<file path="config.mk">
export PLATFORM = sky130hd
export DESIGN_NAME = data_mem_arbiter
export DESIGN_NICKNAME = d
export VERILOG_FILES = /design/src/rtl/data_mem_arbiter.sv
export SDC_FILE = /design/constraint.sdc
export NUM_CORES = 1
export LEC_CHECK = 0
export CAP_MARGIN = 20
export CORE_MARGIN = 5
export CORE_UTILIZATION = 37
export CTS_CLUSTER_SIZE = 25
export DETAILED_ROUTE_END_ITERATION = 16
export PLACE_DENSITY = 0.77
export SLEW_MARGIN = 20
export SYNTH_ARGS = -nofsm -noshare
export SYNTH_HDL_FRONTEND = slang
export SYNTH_SLANG_ARGS = --single-unit
</file>
<file path="constraint.sdc">
create_clock -name clk -period 1.55 [get_ports clk]
set_input_delay 0.31 -clock clk [delete_from_list [all_inputs] [get_ports clk]]
set_output_delay 0.31 -clock clk [all_outputs]
set_load 0.005 [all_outputs]
</file>
<file path="src/rtl/data_mem_arbiter.sv">
// data_mem_arbiter: two-port arbiter in front of a single-ported 32-bit data memory.
// Port 0 serves CPU loads/stores and port 1 serves DMA/debug. Each accepted request
// takes one ACCESS cycle at the memory and one RESP cycle back to the requester.
// Optional feature: define MEM_ARB_RR_EN for round-robin arbitration. When it is
// undefined, arbitration is fixed-priority with port 0 winning ties.
module data_mem_arbiter #(
    parameter int unsigned MEM_WORDS = 64
) (
    input  logic        clk,
    input  logic        rst,

    // Port 0: CPU load/store
    input  logic        p0_req,
    input  logic        p0_we,
    input  logic [31:0] p0_addr,
    input  logic [31:0] p0_wdata,
    output logic        p0_gnt,
    output logic        p0_rvalid,
    output logic [31:0] p0_rdata,
    output logic        p0_err,

    // Port 1: DMA/debug
    input  logic        p1_req,
    input  logic        p1_we,
    input  logic [31:0] p1_addr,
    input  logic [31:0] p1_wdata,
    output logic        p1_gnt,
    output logic        p1_rvalid,
    output logic [31:0] p1_rdata,
    output logic        p1_err,

    // Memory side
    output logic        mem_we,
    output logic [31:0] mem_addr,
    output logic [31:0] mem_wdata,
    input  logic [31:0] mem_rdata
);

    // FSM encoding
    localparam logic [1:0] S_IDLE   = 2'd0;
    localparam logic [1:0] S_ACCESS = 2'd1;
    localparam logic [1:0] S_RESP   = 2'd2;

    // First byte address past the end of the memory; 33 bits so it cannot wrap.
    localparam logic [32:0] ADDR_LIMIT = 33'(MEM_WORDS) << 2;

    // State
    logic [1:0]  r_state;
    logic [1:0]  w_state_nxt;
    logic        r_run;

    // Captured command
    logic        r_cmd_port;
    logic        r_cmd_we;
    logic [31:0] r_cmd_addr;
    logic [31:0] r_cmd_wdata;
    logic        r_cmd_err;

    // Per-port response registers
    logic [31:0] r_p0_rdata;
    logic [31:0] r_p1_rdata;
    logic        r_p0_err;
    logic        r_p1_err;

    // Decode and arbitration wires
    logic        w_in_access;
    logic        w_in_resp;
    logic        w_arb_en;
    logic        w_gnt0;
    logic        w_gnt1;
    logic        w_any_gnt;
    logic        w_sel_we;
    logic [31:0] w_sel_addr;
    logic [31:0] w_sel_wdata;
    logic        w_sel_err;
    logic [31:0] w_resp_data;

    assign w_in_access = (r_state == S_ACCESS);
    assign w_in_resp   = (r_state == S_RESP);

    // Arbitration is only open in IDLE and RESP, and only once the first
    // clock edge after reset release has been seen.
    assign w_arb_en = r_run & ((r_state == S_IDLE) | (r_state == S_RESP));

    // Run flag: blocks grants until the first posedge after reset is released
    always_ff @(posedge clk or negedge rst) begin
        if (!rst) begin
            r_run <= 1'b0;
        end else begin
            r_run <= 1'b1;
        end
    end

`ifdef MEM_ARB_RR_EN
    // 0: port 0 wins a tie, 1: port 1 wins a tie
    logic r_prio;

    // Round-robin grant: the pointer only matters when both ports request
    always_comb begin
        w_gnt0 = w_arb_en & p0_req & (~p1_req | ~r_prio);
        w_gnt1 = w_arb_en & p1_req & (~p0_req |  r_prio);
    end

    // Pointer moves to the port that was not granted
    always_ff @(posedge clk or negedge rst) begin
        if (!rst) begin
            r_prio <= 1'b0;
        end else if (w_gnt0) begin
            r_prio <= 1'b1;
        end else if (w_gnt1) begin
            r_prio <= 1'b0;
        end
    end
`else
    // Fixed-priority grant: port 0 always wins a tie
    always_comb begin
        w_gnt0 = w_arb_en & p0_req;
        w_gnt1 = w_arb_en & p1_req & ~p0_req;
    end
`endif

    assign w_any_gnt = w_gnt0 | w_gnt1;

    // Select the winning port's command and classify it
    always_comb begin
        if (w_gnt1) begin
            w_sel_we    = p1_we;
            w_sel_addr  = p1_addr;
            w_sel_wdata = p1_wdata;
        end else begin
            w_sel_we    = p0_we;
            w_sel_addr  = p0_addr;
            w_sel_wdata = p0_wdata;
        end
        w_sel_err = ({1'b0, w_sel_addr} >= ADDR_LIMIT) | (w_sel_addr[1:0] != 2'b00);
    end

    // Next-state logic
    always_comb begin
        w_state_nxt = S_IDLE;
        case (r_state)
            S_IDLE:   w_state_nxt = w_any_gnt ? S_ACCESS : S_IDLE;
            S_ACCESS: w_state_nxt = S_RESP;
            S_RESP:   w_state_nxt = w_any_gnt ? S_ACCESS : S_IDLE;
            default:  w_state_nxt = S_IDLE;
        endcase
    end

    // State register; async reset aborts any access in flight
    always_ff @(posedge clk or negedge rst) begin
        if (!rst) begin
            r_state <= S_IDLE;
        end else begin
            r_state <= w_state_nxt;
        end
    end

    // Command register: loaded on every grant
    always_ff @(posedge clk or negedge rst) begin
        if (!rst) begin
            r_cmd_port  <= 1'b0;
            r_cmd_we    <= 1'b0;
            r_cmd_addr  <= '0;
            r_cmd_wdata <= '0;
            r_cmd_err   <= 1'b0;
        end else if (w_any_gnt) begin
            r_cmd_port  <= w_gnt1;
            r_cmd_we    <= w_sel_we;
            r_cmd_addr  <= w_sel_addr;
            r_cmd_wdata <= w_sel_wdata;
            r_cmd_err   <= w_sel_err;
        end
    end

    // Writes and faulting accesses return zero instead of memory data
    assign w_resp_data = (r_cmd_we | r_cmd_err) ? 32'd0 : mem_rdata;

    // Response registers: loaded at the end of ACCESS for the owning port, held otherwise
    always_ff @(posedge clk or negedge rst) begin
        if (!rst) begin
            r_p0_rdata <= '0;
            r_p0_err   <= 1'b0;
            r_p1_rdata <= '0;
            r_p1_err   <= 1'b0;
        end else if (w_in_access) begin
            if (r_cmd_port) begin
                r_p1_rdata <= w_resp_data;
                r_p1_err   <= r_cmd_err;
            end else begin
                r_p0_rdata <= w_resp_data;
                r_p0_err   <= r_cmd_err;
            end
        end
    end

    // Memory drive: only the ACCESS cycle presents a command; faulting writes are suppressed
    always_comb begin
        mem_we    = 1'b0;
        mem_addr  = '0;
        mem_wdata = '0;
        if (w_in_access) begin
            mem_we    = r_cmd_we & ~r_cmd_err;
            mem_addr  = r_cmd_addr;
            mem_wdata = r_cmd_wdata;
        end
    end

    // Port outputs
    always_comb begin
        p0_gnt    = w_gnt0;
        p1_gnt    = w_gnt1;
        p0_rvalid = w_in_resp & ~r_cmd_port;
        p1_rvalid = w_in_resp &  r_cmd_port;
        p0_rdata  = r_p0_rdata;
        p1_rdata  = r_p1_rdata;
        p0_err    = r_p0_err;
        p1_err    = r_p1_err;
    end

endmodule

</file>
* After elaboration in Yosys (flattened, before gate mapping)
Index checks and enable logic that the tools add are counted.
** Word-level totals
- Flip-flop bits (word level) :: 136
- Input bits :: 166
- Output and inout port bits :: 135
- Logic and storage cells :: 42
** Operators by class
- $lt $le $gt $ge :: 1
- Eq/ne operators :: 2
- Multiplexer cells :: 9
- Bitwise operators :: 14
- Reduce and logical (&&, ||, !) cells :: 5
** Operator list (number)
- $mux 32 :: 5
- $ge 32x9->1 const B :: 1
- $and 1x1->1 :: 7
- $or 1x1->1 :: 4
- $pmux 2 s2 :: 1
- $reduce_and 2->1 :: 2
- $mux 1 :: 3
- $not 1->1 :: 3
- $eq 2x1->1 const B :: 1
- $eq 2x2->1 const B :: 1
- $logic_not 2->1 :: 1
- $reduce_bool 2->1 :: 1
- $reduce_or 2->1 :: 1

* Logic depth before layout (Yosys ltp)
- Depth in word-level cells :: 8
- Gate-level depth with buffers :: 6
- Mapped depth without buffers :: 5

* Worst setup path after synthesis
No wires, ideal clock.
- Kind :: register -> output
- Start :: register r_state[0]
- End :: output port mem_addr[0]
- Arrival :: 1.133 ns
- Data required time :: 1.240 ns
- Path slack :: 0.107 ns
- Stages on the path, launching flop included :: 5
- Path buffers :: 2
- Cells stage by stage :: dfrtp_1 and2b_1 buf_2 clkbuf_1 and2_1
** On the way
- Longest elaborated chain between the ends :: 2
** Ends and longest elaborated chain
- start, declared :: RTL line 48 : logic [1:0] r_state;
- start signal, assigned :: RTL line 154 : r_state <= w_state_nxt;
- $eq 2x1->1 :: RTL line 78 : assign w_in_access = (r_state == S_ACCESS);
- $mux 32 :: RTL line 201 : if (w_in_access) begin
- end, declared :: RTL line 34 : output logic [31:0] mem_addr,
Every way passes these cells.

* Worst setup path in the final report
- Start :: register r_state[0]
- End :: output port mem_wdata[8]
** On the way
- Longest elaborated chain between the ends :: 2
** Ends and longest elaborated chain
- $eq 2x1->1 :: RTL line 78
- $mux 32 :: RTL line 201
- end, declared :: RTL line 35 : output logic [31:0] mem_wdata,
Every way passes these cells.

==> impl_results.rst <==
.. list-table::
   :header-rows: 1

   * - Metric
     - Value
   * - Count of maximum capacitance violations
     - 0
   * - Top cell type's share of synthesized area
     - 54.8%
   * - # DRC
     - 0
   * - Total GRT Usage
     - 24.7%
   * - Portion of the post-synthesis area used by sequential elements
     - 54.8%
   * - Starting utilization of the core area
     - 37.6%
   * - Buffers added on ports
     - 300
   * - Share of the clock period used by the worst path
     - 133%
   * - Via count normalized by instance count
     - 5.10
   * - Root Buffer Master
     - clkbuf_16
   * - Post-Route WL
     - 25000 um
   * - Arrival time at the worst endpoint
     - 1.75 ns
   * - M1 GR Usage
     - 28.1%
   * - End of the worst register-to-register path
     - p0_rdata[21]$_DFFE_PN0P_
   * - Largest fanout on the critical path
     - 6
   * - Average wire per cell in the routed design
     - 19.6 um
   * - Violated checks
     - setup timing
   * - Number of vias in the routed layout
     - 6522
   * - Required @ worst endpoint
     - 1.24 ns
   * - Diodes inserted
     - 0
   * - Synthesis warning total
     - 0
   * - CP endpoint kind
     - output port
   * - Number of placement rows
     - 47
   * - Cell family contributing the most delay on the critical path
     - buffers and inverters
   * - Netlist Area Pre-Place
     - 0.00621 mm^2
   * - Routing layer with the top usage in global route
     - met2
   * - Crit path time final
     - 2.06 ns
   * - Maximum ir drop on the vdd rail
     - 0.000822 V
   * - Net switching component of the power
     - 3.09 mW
   * - Largest buffer count on any clock path
     - 2
   * - Crit-path most repeated cell
     - buf_4
   * - TritonCTS clock tree
     - done
   * - Final Cell Area
     - 0.0119 mm^2
   * - Post-route clock skew
     - 0.00830 ns
   * - Maximum number of pins on one net before global-route repair
     - 38
   * - H-tree depth reported by CTS
     - 4
   * - Critical Setup Path Class
     - reg2out
   * - Total power density per cell area
     - 928 mW/mm^2
   * - Count of pins on the block boundary
     - 301
   * - Unrepaired setup endpoints after global routing
     - yes
   * - Reg2reg path depth
     - 11
   * - Synthesized netlist net count
     - 815
   * - GRT met3 Usage
     - 6.62%
   * - Count of different cell masters after synthesis
     - 30
   * - Clock tree sinks
     - 136
   * - Overflow after GRT
     - 0
   * - Ordered cell list for the critical path
     - and2b_4 > buf_4 > buf_6 > buf_8 > buf_4 > and2_1 > buf_2
   * - Residual antenna-violating net count after detailed routing
     - 0
   * - Number of iterations in the first detailed-routing pass
     - 4
   * - Startpoint kind of the worst setup timing path
     - register
   * - Part of the power in the clock network
     - 36.4%
   * - Number of antenna violations at the first check in global routing
     - 0
   * - CP max stage delay
     - 0.39 ns
   * - Post-synthesis average cell area
     - 9.57 um^2
   * - Total leakage power
     - 5.50 nW
   * - Number of register bits inferred by synthesis
     - 136
   * - Area growth from synthesis to final layout
     - 91.0%
   * - Post-route non-filler standard cell count
     - 1278
   * - Critical-path top delay cell
     - dfrtp_1
   * - Clock latency of the later-clocked register in the worst-skew pair
     - 0.41 ns
   * - RePlAce Congestion
     - 0.809
   * - Met2 Use GR
     - 44.0%
   * - Sequential group share of total power
     - 38.6%
   * - Clock slew at reported path FFs
     - 0.06 ns
   * - Number of buffer and inverter stages on the critical path
     - 5
   * - Class of the worst hold path
     - in2async
   * - Count of routing violations after the opening detailed-route iteration
     - 296
   * - Slack of the worst reg-to-reg path
     - -0.38 ns
   * - Fillcell total
     - 1190
   * - Via count of the first global-routing pass
     - 6860
   * - Origin of the critical flop-to-flop path
     - r_state[1]$_DFF_PN0_
   * - Cell depth of the worst setup path
     - 7
   * - Status
     - finished with violations
   * - Net Sw Frac
     - 28.1%
   * - Overall power of the completed layout
     - 11.0 mW
   * - Logic gate share of total power
     - 25.0%
   * - Leading cell type in the layout, fill and taps excluded
     - clkdlybuf4s50_1
   * - Fmax achieved
     - 485 MHz
   * - Max-slew violation total from the final report
     - 0
   * - Worst path setup slack after routing
     - -0.511 ns
   * - Pre-CTS WS
     - -0.589 ns
   * - Count of final hold-check violations
     - 0
   * - First-pass GRT wire length
     - 37800 um
   * - Most used cells in the layout excluding fill and tap cells
     - clkdlybuf4s50_1, dfrtp_1, nand2_1
   * - Cell Int Power
     - 7.91 mW
   * - Gate Count Post-Synth
     - 649
   * - Total clock buffers created by CTS
     - 17
   * - Core outline area
     - 0.0165 mm^2
   * - Top cells by area in the synthesized netlist
     - dfrtp_1, nand2_1, o21ai_0
   * - Layout cell share with drive strength beyond 1
     - 33.6%
   * - Number of nets in the final layout
     - 1211
   * - Die Y-Extent
     - 140 um
   * - Total instance count after detailed placement
     - 1176
   * - Die area
     - 0.0195 mm^2
   * - Final setup TNS
     - -55.43 ns
   * - Half-perimeter wire length of the detailed placement result
     - 15600 um
   * - Library cell with the largest summed area after synthesis
     - dfrtp_1
   * - Width of the chip
     - 140 um
   * - Area post-placement
     - 0.00980 mm^2
   * - Final setup violation count
     - 168
## how the worst max path moves through the flow
stage | startpoint | endpoint | slack, ns
after floorplan | r_state[0]$_DFF_PN0_ | mem_addr[0] | 0.11
after global placement | p0_req | p1_gnt | -0.56
after detailed placement | p0_req | p1_gnt | -0.59
after CTS | r_state[1]$_DFF_PN0_ | mem_wdata[26] | -0.55
after global routing | r_state[1]$_DFF_PN0_ | mem_addr[6] | -0.58
final | r_state[0]$_DFF_PN0_ | mem_wdata[8] | -0.51
## per-stage QoR
step	hold WS (ns)	utilization (%)
finish	0.374	71.8
global route	0.413	71.8
CTS	0.370	70.1
floorplan	0.0144	-
global placement	0.242	59.3
detailed placement	0.241	59.3
## final cells by class
class | instances | area (um^2) | area share [%]
flip-flops and latches | 136 | 3400 | 28.7
inverters | 2 | 7.51 | 0.0633
repair buffers | 425 | 4630 | 39.0
multi-input cells | 463 | 2970 | 25.0
well taps | 220 | 275 | 2.32
clock inverters | 15 | 155 | 1.31
clock buffers | 17 | 425 | 3.59
## worst reg2reg max path, delay by kind of cell, from the launching register on
family / cells / cell delay [ns]
buf+inv: 7 / 0.88
compound gates: 1 / 0.07
flops: 1 / 0.38
simple gates: 3 / 0.47
## synth_stat cells, drive strengths merged
cell type and instances:
a21o 1, a22oi 33, a2bb2oi 1, a31oi 2
and2 64, and2b 1, and3b 2, buf 22
clkbuf 28, conb 1, dfrtp 136, inv 2
mux2 2, mux2i 32, nand2 160, nand2b 2
nand3 1, nand4 3, nor2 9, nor2b 3
nor3 2, nor3b 1, nor4 10, nor4bb 1
o21ai 130
## flip-flops by register name (all words and copies together), names as in the netlist
name	count
p1_rdata	32
p1_err	1
r_state	2
r_cmd_err	1
r_cmd_addr	32
r_cmd_port	1
r_cmd_wdata	32
r_run	1
r_cmd_we	1
p0_rdata	32
p0_err	1
## per-layer routing
| layer | vias to the layer above | wire length, um |
|---|---|---|
| met3 | 56 | 2040 |
| met1 | 3126 | 9240 |
| met4 | 0 | 821 |
| met2 | 317 | 12900 |
| li1 | 3023 | - |
| met5 | - | 0 |
## kinds of logic (layout without fill, tap and decap cells)
kind of cell | Yosys count | in the layout | share of synthesized area (%)
other | 1 | 1 | 0.0604
buffers and inverters | 52 | 459 | 4.55
AO/OA/AOI/OAI | 167 | 167 | 15.4
multiplexers | 34 | 34 | 5.52
AND/OR/NAND/NOR | 259 | 261 | 19.6
flip-flops | 136 | 136 | 54.8
## power by group through the flow
stage	registers, mW	logic [mW]	clock network [mW]
4_1_cts	4.22	2.59	4.07
3_5_place_dp	4.27	2.09	0
6_report	4.25	2.75	4.00
3_3_place_gp	4.25	2.05	0
2_1_floorplan	4.23	0.711	0
5_1_grt	4.29	2.96	4.24
## what timing repair did
action                                 4_1_cts  5_1_grt
cloned                                      20        5
gates resized for setup                    566      109
setup endpoints to repair                  195      202
setup buffers                               48        9
endpoints found under the hold margin       30        0
pin swaps                                   79       10
hold buffers                                 1        0
Power figures use the tool's default switching activity.
